### src/rtl/hawk_bswap_pipe.sv
// Byte-reorder stage for AXI write payloads: per-beat lane/whole-word byte reversal
// (strobes follow data), valid/ready handshake, DEPTH-entry output FIFO, flush and beat counting.
module hawk_bswap_pipe #(
   parameter int DATA_W = 512,
   parameter int LANE_W = 64,
   parameter int ADDR_W = 64,
   parameter int DEPTH  = 2,
   parameter int CNT_W  = 32
) (
   input  logic                clk_i,
   input  logic                rst_i,
   input  logic                flush_i,
   input  logic                in_valid_i,
   output logic                in_ready_o,
   input  logic [1:0]          in_mode_i,
   input  logic [ADDR_W-1:0]   in_addr_i,
   input  logic [DATA_W-1:0]   in_data_i,
   input  logic [DATA_W/8-1:0] in_strb_i,
   output logic                out_valid_o,
   input  logic                out_ready_i,
   output logic [ADDR_W-1:0]   out_addr_o,
   output logic [DATA_W-1:0]   out_data_o,
   output logic [DATA_W/8-1:0] out_strb_o,
   output logic [CNT_W-1:0]    beat_cnt_o,
   output logic                mode_err_o,
   output logic                empty_o,
   output logic                full_o
);

   localparam int NB = DATA_W / 8;
   localparam int LB = LANE_W / 8;
   localparam int PW = $clog2(DEPTH);
   localparam int CW = PW + 1;
   localparam logic [CW-1:0] DEPTH_C = CW'(DEPTH);

   logic [DATA_W-1:0] lane_data, word_data, sw_data;
   logic [NB-1:0]     lane_strb, word_strb, sw_strb;

   // Both permutations are involutions, so output byte gi is sourced from input byte p(gi).
   for (genvar gi = 0; gi < NB; gi++) begin : g_byte
      localparam int LANE_SRC = (gi / LB) * LB + (LB - 1 - gi % LB);
      localparam int WORD_SRC = NB - 1 - gi;
      assign lane_data[gi*8 +: 8] = in_data_i[LANE_SRC*8 +: 8];
      assign word_data[gi*8 +: 8] = in_data_i[WORD_SRC*8 +: 8];
      assign lane_strb[gi]        = in_strb_i[LANE_SRC];
      assign word_strb[gi]        = in_strb_i[WORD_SRC];
   end

   always_comb begin
      sw_data = in_data_i;
      sw_strb = in_strb_i;
      case (in_mode_i)
         2'd1: begin
            sw_data = lane_data;
            sw_strb = lane_strb;
         end
         2'd2: begin
            sw_data = word_data;
            sw_strb = word_strb;
         end
         default: ;
      endcase
   end

   logic [ADDR_W-1:0] addr_mem_q [DEPTH];
   logic [DATA_W-1:0] data_mem_q [DEPTH];
   logic [NB-1:0]     strb_mem_q [DEPTH];

   logic [PW-1:0]    rd_ptr_q, rd_ptr_d, wr_ptr_q, wr_ptr_d;
   logic [CW-1:0]    count_q, count_d;
   logic [CNT_W-1:0] beat_cnt_q, beat_cnt_d;
   logic             mode_err_q, mode_err_d;
   logic             push, pop;

   assign full_o      = (count_q == DEPTH_C);
   assign empty_o     = (count_q == '0);
   assign out_valid_o = !empty_o;
   assign in_ready_o  = !full_o && !rst_i;
   assign beat_cnt_o  = beat_cnt_q;
   assign mode_err_o  = mode_err_q;

   // A flush swallows any transfer in the same cycle, on both sides.
   assign push = in_valid_i && in_ready_o && !flush_i;
   assign pop  = out_valid_o && out_ready_i && !flush_i;

   assign out_addr_o = empty_o ? '0 : addr_mem_q[rd_ptr_q];
   assign out_data_o = empty_o ? '0 : data_mem_q[rd_ptr_q];
   assign out_strb_o = empty_o ? '0 : strb_mem_q[rd_ptr_q];

   always_comb begin
      rd_ptr_d   = rd_ptr_q;
      wr_ptr_d   = wr_ptr_q;
      count_d    = count_q;
      beat_cnt_d = beat_cnt_q;
      mode_err_d = push && (in_mode_i == 2'd3);
      if (flush_i) begin
         rd_ptr_d = '0;
         wr_ptr_d = '0;
         count_d  = '0;
      end else begin
         if (push) begin
            wr_ptr_d   = wr_ptr_q + PW'(1);
            beat_cnt_d = beat_cnt_q + CNT_W'(1);
         end
         if (pop) begin
            rd_ptr_d = rd_ptr_q + PW'(1);
         end
         case ({push, pop})
            2'b10:   count_d = count_q + CW'(1);
            2'b01:   count_d = count_q - CW'(1);
            default: ;
         endcase
      end
   end

   always_ff @(posedge clk_i or posedge rst_i) begin
      if (rst_i) begin
         rd_ptr_q   <= '0;
         wr_ptr_q   <= '0;
         count_q    <= '0;
         beat_cnt_q <= '0;
         mode_err_q <= 1'b0;
      end else begin
         rd_ptr_q   <= rd_ptr_d;
         wr_ptr_q   <= wr_ptr_d;
         count_q    <= count_d;
         beat_cnt_q <= beat_cnt_d;
         mode_err_q <= mode_err_d;
      end
   end

   // Payload storage needs no reset: outputs are masked while the FIFO is empty.
   always_ff @(posedge clk_i) begin
      if (push) begin
         addr_mem_q[wr_ptr_q] <= in_addr_i;
         data_mem_q[wr_ptr_q] <= sw_data;
         strb_mem_q[wr_ptr_q] <= sw_strb;
      end
   end

endmodule

### config.mk
export PLATFORM = sky130hd
export DESIGN_NAME = hawk_bswap_pipe
export DESIGN_NICKNAME = d
export VERILOG_FILES = /design/src/rtl/hawk_bswap_pipe.sv
export SDC_FILE = /design/constraint.sdc
export NUM_CORES = 2
export LEC_CHECK = 0
export ABC_AREA = 1
export CAP_MARGIN = 20
export CORE_AREA = 2 2 514 516
export CTS_BUF_LIST = sky130_fd_sc_hd__clkbuf_4
export DETAILED_ROUTE_END_ITERATION = 8
export DIE_AREA = 0 0 516 518
export GPL_ROUTABILITY_DRIVEN = 0
export PLACE_DENSITY = 0.4
export SYNTH_ARGS = -nofsm -noshare
export SYNTH_HDL_FRONTEND = slang
export SYNTH_SLANG_ARGS = --single-unit
export TNS_END_PERCENT = 30
### constraint.sdc
create_clock -name clk_i -period 40 [get_ports clk_i]
set_clock_uncertainty 0.05 [all_clocks]
set_input_delay 8 -clock clk_i [delete_from_list [all_inputs] [get_ports clk_i]]
set_output_delay 8 -clock clk_i [all_outputs]
set_load 0.02 [all_outputs]
# Word level (Yosys, flattened, before mapping)
# Memory sizes are Yosys's and may differ from the RTL's.
# Index checks and enable logic that the tools add are counted.
[classes]
addsub = 5
n_mul = 0
div = 0
magnitude_cmp = 0
n_eq_ne = 6
shift = 0
mux = 13
bitwise_logic = 1
n_reduce_logical = 15
[op_table]
columns = ["cell", "count"]
rows = [
  ["one-hot mux 512 bit (2 select lines)", 1],
  ["two-way mux 512 bit", 1],
  ["two-way mux 64 bit", 2],
  ["one-hot mux 64 bit (2 select lines)", 1],
  ["adder 32 x 1 -> 32 bit (second input constant)", 1],
  ["== test 2 bit (second input constant)", 4],
  ["logical AND 1 bit", 6],
  ["two-way mux 1 bit", 6],
  ["== test 2 x 1 -> 1 bit (second input constant)", 2],
  ["zero test 1 bit", 4],
  ["one-hot mux 2 bit (2 select lines)", 1],
  ["nonzero test 2 bit", 2],
  ["nonzero test 3 bit", 1],
  ["adder 1 bit (second input constant)", 2],
  ["adder 2 x 1 -> 2 bit (second input constant)", 1],
  ["zero test 2 bit", 1],
  ["two-way mux 2 bit", 1],
  ["AND reduction 2 bit", 1],
  ["subtractor 2 x 1 -> 2 bit (second input constant)", 1],
  ["NOT 1 bit", 1],
]
[totals]
regBits = 37
latchBits = 0
ramBits = 1280
mem_bits_ro = 0
output_inout_bits = 677
wordCells = 48
mem_count = 3
[memory_table]
columns = ["memory", "words", "word_bits", "read_ports", "rd_ports_with_merged_regs", "wr", "line_no", "rtl"]
rows = [
  ["data_mem_q", 2, 512, 1, 0, 1, "66", "logic [DATA_W-1:0] data_mem_q [DEPTH];"],
  ["addr_mem_q", 2, 64, 1, 0, 1, "65", "logic [ADDR_W-1:0] addr_mem_q [DEPTH];"],
  ["strb_mem_q", 2, 64, 1, 0, 1, "67", "logic [NB-1:0] strb_mem_q [DEPTH];"],
]

# Depth between registers and ports, before layout
[depth]
depth_word = 8
ltp_mapped = 10
ltp_nobuf = 10

# Least setup slack after synthesis
# OpenSTA, ideal clock, no wires.
[synth_path]
kind = "in2reg"
startpoint = "input port rst_i"
endpoint = "memory addr_mem_q[0][0] (enable)"
setup_ns = 1.658
arrival_ns = 36.013
required_ns = 38.292
slack_ns = 2.279
path_stages = 5
path_buffers = 2
path_cell_list = "inv_1 nand4_4 buf_6 buf_2 nor2_1"
[synth_via]
elab_chain_len = 6
[synth_lines]
columns = ["item", "line_no", "rtl"]
rows = [
  ["from (decl)", "11", "input logic rst_i,"],
  ["zero test 1 bit (no source line)", "--", ""],
  ["logical AND 1 bit", "78", "assign in_ready_o = !full_o && !rst_i;"],
  ["logical AND 1 bit (2 in series)", "83", "assign push = in_valid_i && in_ready_o && !flush_i;"],
  ["two-way mux 1 bit", "134", "if (push) begin"],
  ["two-way mux 1 bit (implied by the code)", "135", "addr_mem_q[wr_ptr_q] <= in_addr_i;"],
  ["to (decl)", "65", ""],
]
# No other way between the ends.

# Worst setup path in the final report
[layout_path]
startpoint = "input port rst_i"
endpoint = "output port in_ready_o"
[layout_via]
elab_chain_len = 2
[layout_lines]
columns = ["item", "line_no", "rtl"]
rows = [
  ["zero test 1 bit (no source line)", "--", ""],
  ["logical AND 1 bit", "78", ""],
  ["to (decl)", "14", "output logic in_ready_o,"],
]
# No other way between the ends.

==> impl_metrics.toml <==
[sta]
worst_pin_slew_ps = 1199
finalHoldViolations = 0
slew_viol_final = 0
rsz0062_at_grt = "false"
max_clock_freq_ghz = 0.05750
setup_tns_ps = 0
min_period_ps = 17390
slew-limit-headroom_pct = 20.04
setup_viol = 0
final.period_utilization_pct = 43.48

[pwr]
vdd_ir_drop_max_mv = 0.03654
power_mw = 4.622
p_leak_nw = 30.26
power_density_mw_per_mm2 = 55.78

[clocking]
holdBufCountCts = 0
clk_latency_ps = 1400
htree_levels = 5
clock_sinks = 1317
post_cts_buffers = 0
ctsRootBufferMaster = "clkbuf_4"
clk_pin_slew_ps = 60
clock_path_buffers = 4
numCtsBuffers = 399
cts_resized = 0
cts_tree = "yes"

[floorplan]
dieArea_sq_mm = 0.2673
ios = 1324
core-area_sq_mm = 0.2616
chipHeight_microns = 518
start_util_pct = 23.59
die_w_microns = 516
fp-row-count = 188

[detailed_routing]
drt_iter0_drc = 3521
drc = 0
final_antenna_net_count = 0
wirelength_microns = 279500
wl_per_cell_microns = 24.38
drt_pass1_iterations = 8
detailroute.via_count = 52360
viasPerCell = 4.567

[global_routing]
grt_max_degree = 233
antenna_found_initial = 115
grt_util_all_layers_pct = 20.01
gr-total-overflow = 0
first_global_vias = 50580
grt_pass1_wl_microns = 382900

[finish]
area_growth_pct = 34.29
finalNetCount = 8278
drive_above_1_share_pct = 8.843
utilization_pct = 31.68
ff_latch_area_sq_mm = 0.03937
fill_cells = 27350
multi_input_area_sq_mm = 0.01792

[yosys]
post-synth-top-area-fraction_pct = 62.29
syn_inst = 6309
syn-num-nets = 6960
ys_warn_count = 0
synth_area_leaders = "edfxtp_1, nand2_1, o22ai_1, a21oi_1, o21ai_0"
ys_ff_latch = 1317
synthMostInstantiatedCell = "nand2_1"
synth_ff_type = "edfxtp_1"
yosysUniqueCellTypes = 31
avgSynthCellArea_sq_um = 9.780
yosys.area.top_type = "edfxtp_1"
synth_edf_count = 1280
synthesis.area_sq_mm = 0.06170
async_flop_share_pct = 2.809
synthTopCellsByCount = "nand2_1, edfxtp_1, a21oi_1, inv_1, o22ai_1"
yosysSeqAreaShare_pct = 63.80

[worst_setup_path]
critPathMaxFanout = 2
end_kind = "output port"
startpoint_type = "input pin"
arrival_ps = 9340
critPathRequiredTime_ps = 31950
path_class = "input pin to output port"

[placement]
portBuffers = 1323
dp_hpwl_microns = 197200

[worst_hold_path]
hp-class = "flip-flop to flip-flop"

[flow_run]
maxCapViolCount = 0

[status]
status = "finished clean"
## critical path, cell delays in order
cell             delay (ps)
clkdlybuf4s50_1         540
nor2_1                  180
clkdlybuf4s50_1         620
## layer usage
| layer | up-vias | global-route usage [%] | part of all wire [%] |
|---|---|---|---|
| met3 | 475 | 8.662 | 10 |
| li1 | 24740 | - | - |
| met5 | - | 0 | 0.12 |
| met2 | 1883 | 32.86 | 47 |
| met4 | 52 | 6.169 | 2.4 |
| met1 | 25210 | 23.39 | 40 |
## flip-flops by register name (all words and copies together) (netlist names)
signal	count
strb_mem_q	128
data_mem_q	1024
beat_cnt_o	32
wr_ptr_q	1
addr_mem_q	128
mode_err_o	1
rd_ptr_q	1
count_q	2
## cell usage in the layout (no fill, tap or decap), drive strengths merged
cell and count:
clkdlybuf4s50 1323, xnor2 4, diode 56, xor2 10
nand2 1993, clkinv 72, o21ai 581, ha 4
nor3 6, nand4 5, inv 621, edfxtp 1280
clkinvlp 5, clkbuf 583, nand3b 3, dfrtp 37
a21oi 641, nand3 24, o22ai 576, bufinv 4
nor2 57, o21bai 1, buf 63
## logic make-up (layout without fill, tap and decap cells)
group	Yosys count	after routing	share of synthesized area, %
and+or+nand+nor	2088	2088	12.95
AOI/OAI and AO/OA	1799	1799	15.76
DFF	1317	1317	63.80
buffers and inverters	1087	2671	7.209
xor gates and xnor gates	14	14	0.1987
adders and majority gates	4	4	0.08112
other	0	56	0
## stage by stage
step                      hold WS, ps  area (sq um)  setup slack, ps  std cells
final                           457.6         82860            22610      11460
after detailed placement        452.0         77890            22580      10740
after global placement          445.2         77890            22540      10740
after global routing            505.4         82820            22580      11450
after CTS                       465.3         82720            22570      11410
after floorplan                 431.0         61700             2279       6309
## report_power, final
group          leakage [nW]  switching (mW)  internal, mW
Sequential             12.2          0.0163          1.60
Combinational          15.2            1.15         0.568
Clock                  2.89           0.606         0.684
## final cells by class
type                    count  area share (%)
well taps                3515           5.308
repair buffers           1386           16.72
diodes                     56          0.1691
inverters                 618           2.837
clock inverters            84          0.5542
clock buffers             583           5.282
multi-input cells        3905           21.62
flip-flops and latches   1317           47.51
## path summary, 6_finish.rpt
| kind | startpoint | end | cells past startpoint | slack, ps |
|---|---|---|---|---|
| worst max-delay path | rst_i | in_ready_o | 3 | 22610 |
| worst min-delay path | beat_cnt_o[31] | beat_cnt_o[31] | 2 | 460 |
| worst max register to register | count_q[0] | strb_mem_q[1][62] | 9 | 33580 |
| worst min register to register | beat_cnt_o[31] | beat_cnt_o[31] | 2 | 460 |
| max in group asynchronous | rst_i | rd_ptr_q | 3 | 32200 |
| min in group asynchronous | rst_i | beat_cnt_o[2] | 3 | 7200 |
Power figures use the tool's default switching activity.
